File: config.mk
export PLATFORM = sky130hd
export DESIGN_NAME = apb_master_arbiter
export DESIGN_NICKNAME = d
export VERILOG_FILES = /design/src/rtl/apb_master_arbiter.sv
export SDC_FILE = /design/constraint.sdc
export NUM_CORES = 1
export LEC_CHECK = 0
export BUFFER_PORTS_ARGS = -buffer_cell sky130_fd_sc_hd__buf_2
export CAP_MARGIN = 40
export CORE_MARGIN = 2
export CORE_UTILIZATION = 44
export CTS_BUF_LIST = sky130_fd_sc_hd__clkbuf_8 sky130_fd_sc_hd__clkbuf_16
export DETAILED_ROUTE_END_ITERATION = 6
export PLACE_DENSITY = 0.8
export REMOVE_ABC_BUFFERS = 1
export SKIP_LAST_GASP = 1
export SLEW_MARGIN = 20
export SYNTH_ARGS = -nofsm -noshare
export SYNTH_HDL_FRONTEND = slang
export SYNTH_SLANG_ARGS = --single-unit
File: constraint.sdc
create_clock -name pclk -period 1.9 [get_ports pclk]
set_input_delay 0.285 -clock pclk [delete_from_list [all_inputs] [get_ports pclk]]
set_output_delay 0.285 -clock pclk [all_outputs]
set_load 0.005 [all_outputs]
File: src/rtl/apb_master_arbiter.sv
// apb_master_arbiter
// Round-robin arbiter plus single-beat APB master shared by NUM_REQ requesters.
// The winner is sequenced through SETUP and ACCESS on one APB bus, and its
// completion (read data, error) is returned as a one-cycle rsp_valid pulse.
// Optional feature: define APB_ARB_TIMEOUT_EN to abort ACCESS phases that wait
// TIMEOUT_CYCLES cycles for pready; the aborted transfer reports rsp_err = 1.
module apb_master_arbiter #(
  parameter int NUM_REQ        = 2,
  parameter int AW             = 32,
  parameter int DW             = 32,
  parameter int TIMEOUT_CYCLES = 16
) (
  input  logic                  pclk,
  input  logic                  preset_n,
  input  logic [NUM_REQ-1:0]    req_valid,
  input  logic [NUM_REQ-1:0]    req_write,
  input  logic [NUM_REQ*AW-1:0] req_addr,
  input  logic [NUM_REQ*DW-1:0] req_wdata,
  output logic [NUM_REQ-1:0]    req_ready,
  output logic [NUM_REQ-1:0]    rsp_valid,
  output logic [DW-1:0]         rsp_rdata,
  output logic                  rsp_err,
  output logic                  psel,
  output logic                  penable,
  output logic                  pwrite,
  output logic [AW-1:0]         paddr,
  output logic [DW-1:0]         pwdata,
  input  logic [DW-1:0]         prdata,
  input  logic                  pready,
  input  logic                  pslverr
);

  localparam int IW = $clog2(NUM_REQ);

  // Elaboration-time guards on the legal parameter ranges.
  if (NUM_REQ < 2 || NUM_REQ > 4) begin : g_bad_num_req
    $error("apb_master_arbiter: NUM_REQ must be in 2..4");
  end
  if (TIMEOUT_CYCLES < 1 || TIMEOUT_CYCLES > 255) begin : g_bad_timeout
    $error("apb_master_arbiter: TIMEOUT_CYCLES must be in 1..255");
  end

  typedef enum logic [1:0] {IDLE, SETUP, ACCESS} state_t;

  state_t          state;
  logic [IW-1:0]   ptr;
  logic [IW-1:0]   owner;
  logic [IW-1:0]   win;
  logic            any_req;
  logic            access_done;
  logic            grant_en;
  logic            sel_write;
  logic [AW-1:0]   sel_addr;
  logic [DW-1:0]   sel_wdata;

  // First requester with valid set, searching from the pointer upward (mod NUM_REQ).
  function automatic logic [IW-1:0] rr_pick(input logic [NUM_REQ-1:0] v,
                                            input logic [IW-1:0]      p);
    logic [IW-1:0] w;
    int            idx;
    w = p;
    for (int k = NUM_REQ - 1; k >= 0; k--) begin
      idx = (int'(p) + k) % NUM_REQ;
      if (v[idx]) w = IW'(idx);
    end
    return w;
  endfunction

  // Pointer value after a grant to w: the requester just above w becomes top priority.
  function automatic logic [IW-1:0] rr_next(input logic [IW-1:0] w);
    return IW'((int'(w) + 1) % NUM_REQ);
  endfunction

`ifdef APB_ARB_TIMEOUT_EN
  logic [7:0] tcnt;
  logic       timeout_hit;

  // Timeout fires on the ACCESS wait cycle that brings the count to TIMEOUT_CYCLES.
  always_comb begin
    timeout_hit = (state == ACCESS) && !pready && (tcnt == 8'(TIMEOUT_CYCLES - 1));
  end
`endif

  // Grant decision and combinational accept strobe; a grant is only possible when the bus is free.
  always_comb begin
    win         = rr_pick(req_valid, ptr);
    any_req     = |req_valid;
    access_done = (state == ACCESS) && pready;
    grant_en    = any_req && ((state == IDLE) || access_done);
    sel_write   = req_write[win];
    sel_addr    = req_addr[int'(win)*AW +: AW];
    sel_wdata   = req_wdata[int'(win)*DW +: DW];
    req_ready   = '0;
    if (grant_en) req_ready[win] = 1'b1;
  end

  // Transfer FSM with registered APB and response outputs.
  always_ff @(posedge pclk or negedge preset_n) begin
    if (!preset_n) begin
      state     <= IDLE;
      ptr       <= '0;
      owner     <= '0;
      psel      <= 1'b0;
      penable   <= 1'b0;
      pwrite    <= 1'b0;
      paddr     <= '0;
      pwdata    <= '0;
      rsp_valid <= '0;
      rsp_rdata <= '0;
      rsp_err   <= 1'b0;
`ifdef APB_ARB_TIMEOUT_EN
      tcnt      <= '0;
`endif
    end else begin
      rsp_valid <= '0;
      case (state)
        IDLE: begin
          if (grant_en) begin
            pwrite  <= sel_write;
            paddr   <= sel_addr;
            pwdata  <= sel_wdata;
            owner   <= win;
            ptr     <= rr_next(win);
            psel    <= 1'b1;
            penable <= 1'b0;
            state   <= SETUP;
          end
        end
        SETUP: begin
          penable <= 1'b1;
          state   <= ACCESS;
`ifdef APB_ARB_TIMEOUT_EN
          tcnt    <= '0;
`endif
        end
        ACCESS: begin
          if (pready) begin
            rsp_valid[owner] <= 1'b1;
            rsp_rdata        <= pwrite ? '0 : prdata;
            rsp_err          <= pslverr;
            penable          <= 1'b0;
            if (grant_en) begin
              // Back-to-back: psel stays high, next transfer goes straight to SETUP.
              pwrite <= sel_write;
              paddr  <= sel_addr;
              pwdata <= sel_wdata;
              owner  <= win;
              ptr    <= rr_next(win);
              state  <= SETUP;
            end else begin
              psel  <= 1'b0;
              state <= IDLE;
            end
          end
`ifdef APB_ARB_TIMEOUT_EN
          else if (timeout_hit) begin
            rsp_valid[owner] <= 1'b1;
            rsp_rdata        <= '0;
            rsp_err          <= 1'b1;
            psel             <= 1'b0;
            penable          <= 1'b0;
            state            <= IDLE;
          end else begin
            tcnt <= tcnt + 8'd1;
          end
`endif
        end
        default: begin
          psel    <= 1'b0;
          penable <= 1'b0;
          state   <= IDLE;
        end
      endcase
    end
  end

endmodule

==> metrics.md <==
| Metric | Value |
|---|---|
| Total CTS buffers | 9 |
| CP peak stage delay | 0.45 ns |
| Worst Setup Start Kind | register |
| # setup viols final | 0 |
| Final Cell Area | 6510 um^2 |
| Status | finished clean |
| Clock Skews | 0.0152 ns |
| Die width | 108 um |
| Post-place instance area | 6250 um^2 |
| Critical-path maximum fanout | 21 |
| Max-Cap Viols | 0 |
| Min-delay src | req_addr[15] |
| Avg Cell Area, Syn | 10.1 um^2 |
| Hold WC Path Type | primary input to register |
| GRT Total Usage | 23.9% |
| CTS H-tree depth | 3 |
| Drc violations | 0 |
| Routed Wire Length | 14800 um |
| Max Clk Rate | 0.551 GHz |
| Clk pin slew, worst setup/hold paths | 0.10 ns |
| Cell count after placement | 845 |
| Critical Path RT | 1.62 ns |
| R2r startpoint | state[1]$_DFFE_PN0P_ |
| Clk root buf | clkbuf_8 |
| Final worst slack | 0.0843 ns |
| Final min period | 1.82 ns |
| Clock Tree Buf Depth | 2 |
| Worst-skew pair later-pin latency | 0.36 ns |
| CORE AREA | 10700 um^2 |
| Synth-to-Final Area Change | 35.7% |
| Vias per cell | 5.62 |
| Critical Path Source | state[1]$_DFFE_PN0P_ |
| CP max stage cell | dfrtp_1 |
| Final non-filler cell total | 863 |
| Initial antenna violation count | 2 |
| Setup bufs post-CTS | 0 |
| # clock sinks | 105 |
| Mapped Area | 4800 um^2 |
| Critical-path cell list | nand2b_1 > and4_4 > buf_12 > buf_2 |
| Num ports | 272 |
| Pre-CTS setup slack | 0.297 ns |
| Die area | 11800 um^2 |
| Post-route clock period utilization | 95.6% |
| Final Slew Violations | 0 |
| Worst-Margin Slew | 0.807 ns |
| Worst ir drop on vdd | 0.000769 V |
| Ys Warns | 0 |
| Hold Vio Cnt, Final | 0 |
| RSZ-0062 raised after global routing | yes |
| Crit Path Category | register to primary output |
| Synth Register Bits | 105 |
| Pwr/cell area | 1410 nW/um^2 |
| Largest net degree at the start of global routing | 106 |
| CP Capture Type | primary output |
| Congestion Overflow GR | 0 |
| Core Util, Final | 60.6% |
| Layout cells sized above 1 | 42.9% |
| Cells after synthesis | 474 |
| Post-DP HPWL | 10400 um |
| Register area share after synthesis | 54.8% |
| WL per Instance | 17.2 um |
| Drt pass-1 iters | 5 |
| Netlist cell types | 25 |
| CP arrival | 1.53 ns |
| Initial Util | 44.7% |
| Gp weighted congestion | 0.814 |
| Antenna Violating Nets Remaining | 0 |
| Worst slew margin | 46.2% |
| Leak | 3.36 nW |
| CTS tree | built |
| Nets | 886 |
| # port buffers | 271 |
| 1st-iter DRT viols | 373 |
| Cell Rows | 38 |
| Via count | 4846 |
| Crit path buffers/inverters | 2 |
| First-pass GRT wire length | 22200 um |
| Crit path max-delay family | flip-flops |
| Die Ht | 108 um |
| Number of global-route vias before repair | 4612 |
-- cells in the mapped netlist (all sizes together) --
| cell type | number | area [um^2] |
|---|---|---|
| a21oi | 2 | 10.0 |
| a221o | 65 | 651 |
| a2bb2oi | 1 | 8.76 |
| and2b | 1 | 7.51 |
| and4 | 1 | 8.76 |
| buf | 22 | 130 |
| clkbuf | 32 | 121 |
| dfrtp | 105 | 2630 |
| inv | 5 | 18.8 |
| mux2 | 1 | 11.3 |
| nand2 | 99 | 372 |
| nand2b | 34 | 213 |
| nand3 | 1 | 5.00 |
| nand3b | 1 | 7.51 |
| nor2 | 2 | 7.51 |
| nor2b | 1 | 6.26 |
| nor4 | 65 | 407 |
| nor4b | 1 | 8.76 |
| o21ai | 33 | 165 |
| o22ai | 1 | 6.26 |
| or2 | 1 | 6.26 |
-- kinds of logic after synthesis --
| family | count (synthesis) | synth area share [%] |
|---|---|---|
| AO/OA/AOI/OAI | 102 | 17.5 |
| multiplexers | 1 | 0.235 |
| AND/OR/NAND/NOR | 207 | 21.9 |
| buffers and inverters | 59 | 5.63 |
| flip-flops | 105 | 54.8 |
-- registers in the layout (all words and copies together), names as in the netlist --
name	flops
paddr	32
rsp_err	1
state	2
pwdata	32
psel	1
rsp_valid	2
rsp_rdata	32
pwrite	1
ptr	1
owner	1
-- per-layer routing --
layer	vias to the layer above	routed length, um	track usage, %
li1	2245	-	-
met1	2295	5930	29.9
met2	272	7100	40.0
met3	32	1430	6.21
met4	2	330	8.52
met5	-	13	0
-- final timing paths --
path	to	slack (ns)	depth (start not counted)
worst max-delay path	req_ready[0]	0.08	4
worst min-delay path	paddr[15]$_DFFE_PN0P_	0.15	2
worst max register to register	paddr[24]$_DFFE_PN0P_	0.31	4
worst min register to register	rsp_valid[0]$_DFF_PN0_	0.43	1
max in group asynchronous	state[0]$_DFFE_PN0P_	0.90	3
min in group asynchronous	rsp_rdata[22]$_DFFE_PN0P_	0.47	3
-- power by group --
group | switching, mW | leakage, nW | total [mW] | internal (mW)
registers | 0.666 | 1.31 | 3.89 | 3.23
clock network | 0.739 | 0.109 | 1.47 | 0.732
logic | 1.91 | 1.94 | 3.79 | 1.88
total | 3.32 | 3.36 | 9.16 | 5.84
-- what timing repair did --
action / 4_1_cts / 5_1_grt
gates cloned: 0 / 1
resized for setup: 1 / 2
endpoints found under the setup margin: 1 / 2
hold buffers: 1 / 0
hold endpoints to repair: 1 / 0
-- stage by stage --
| stage | hold WS (ns) | setup TNS (ns) | total power [mW] |
|---|---|---|---|
| 6_report | 0.153 | 0 | 9.16 |
| 5_1_grt | 0.134 | -0.00818 | 9.78 |
| 4_1_cts | 0.133 | 0 | 9.15 |
| 3_5_place_dp | 0.403 | 0 | 7.67 |
| 3_3_place_gp | 0.392 | 0 | 7.51 |
| 2_1_floorplan | -0.0106 | -121.47 | 5.65 |
-- layout by cell type (no fill, tap or decap) --
| cell | netlist | routed |
|---|---|---|
| diode_2 | 0 | 1 |
| clkbuf_8 | 0 | 9 |
| a221o_1 | 65 | 65 |
| nor4b_4 | 0 | 1 |
| bufinv_16 | 0 | 2 |
| or2_2 | 1 | 1 |
| o21ai_0 | 33 | 33 |
| nor2_1 | 2 | 2 |
| nand2_1 | 99 | 99 |
| a2bb2oi_1 | 1 | 1 |
| clkinv_2 | 0 | 3 |
| dlygate4sd3_1 | 0 | 1 |
| mux2_2 | 1 | 1 |
| dfrtp_2 | 0 | 1 |
| and2b_2 | 0 | 1 |
| clkinv_4 | 0 | 1 |
| inv_2 | 1 | 1 |
| a21oi_1 | 2 | 2 |
| nand3b_1 | 1 | 1 |
| nor4_1 | 65 | 65 |
| o22ai_1 | 1 | 1 |
| buf_12 | 0 | 4 |
| inv_1 | 4 | 4 |
| buf_4 | 0 | 11 |
| and4_4 | 0 | 1 |
| nor2b_4 | 0 | 1 |
| clkbuf_16 | 0 | 1 |
| nand3_2 | 0 | 1 |
| buf_2 | 14 | 270 |
| dfrtp_1 | 105 | 104 |
| nand2b_1 | 34 | 34 |
-- worst reg2reg max path: stages, from the launching register on --
cell and delay (ns):
dfrtp_1 0.44, and2b_2 0.22, buf_4 0.39, nor4_1 0.16, a221o_1 0.28
-- area by class of cell --
| cell class | count | area [um^2] |
|---|---|---|
| fillers | 911 | 4230 |
| flip-flops and latches | 105 | 2630 |
| multi-input cells | 310 | 1930 |
| repair buffers | 287 | 1550 |
| well taps | 140 | 175 |
| clock buffers | 9 | 124 |
| clock inverters | 6 | 83.8 |
| inverters | 5 | 18.8 |
| diodes | 1 | 2.50 |
No activity file was read; power rests on OpenSTA's default activity.
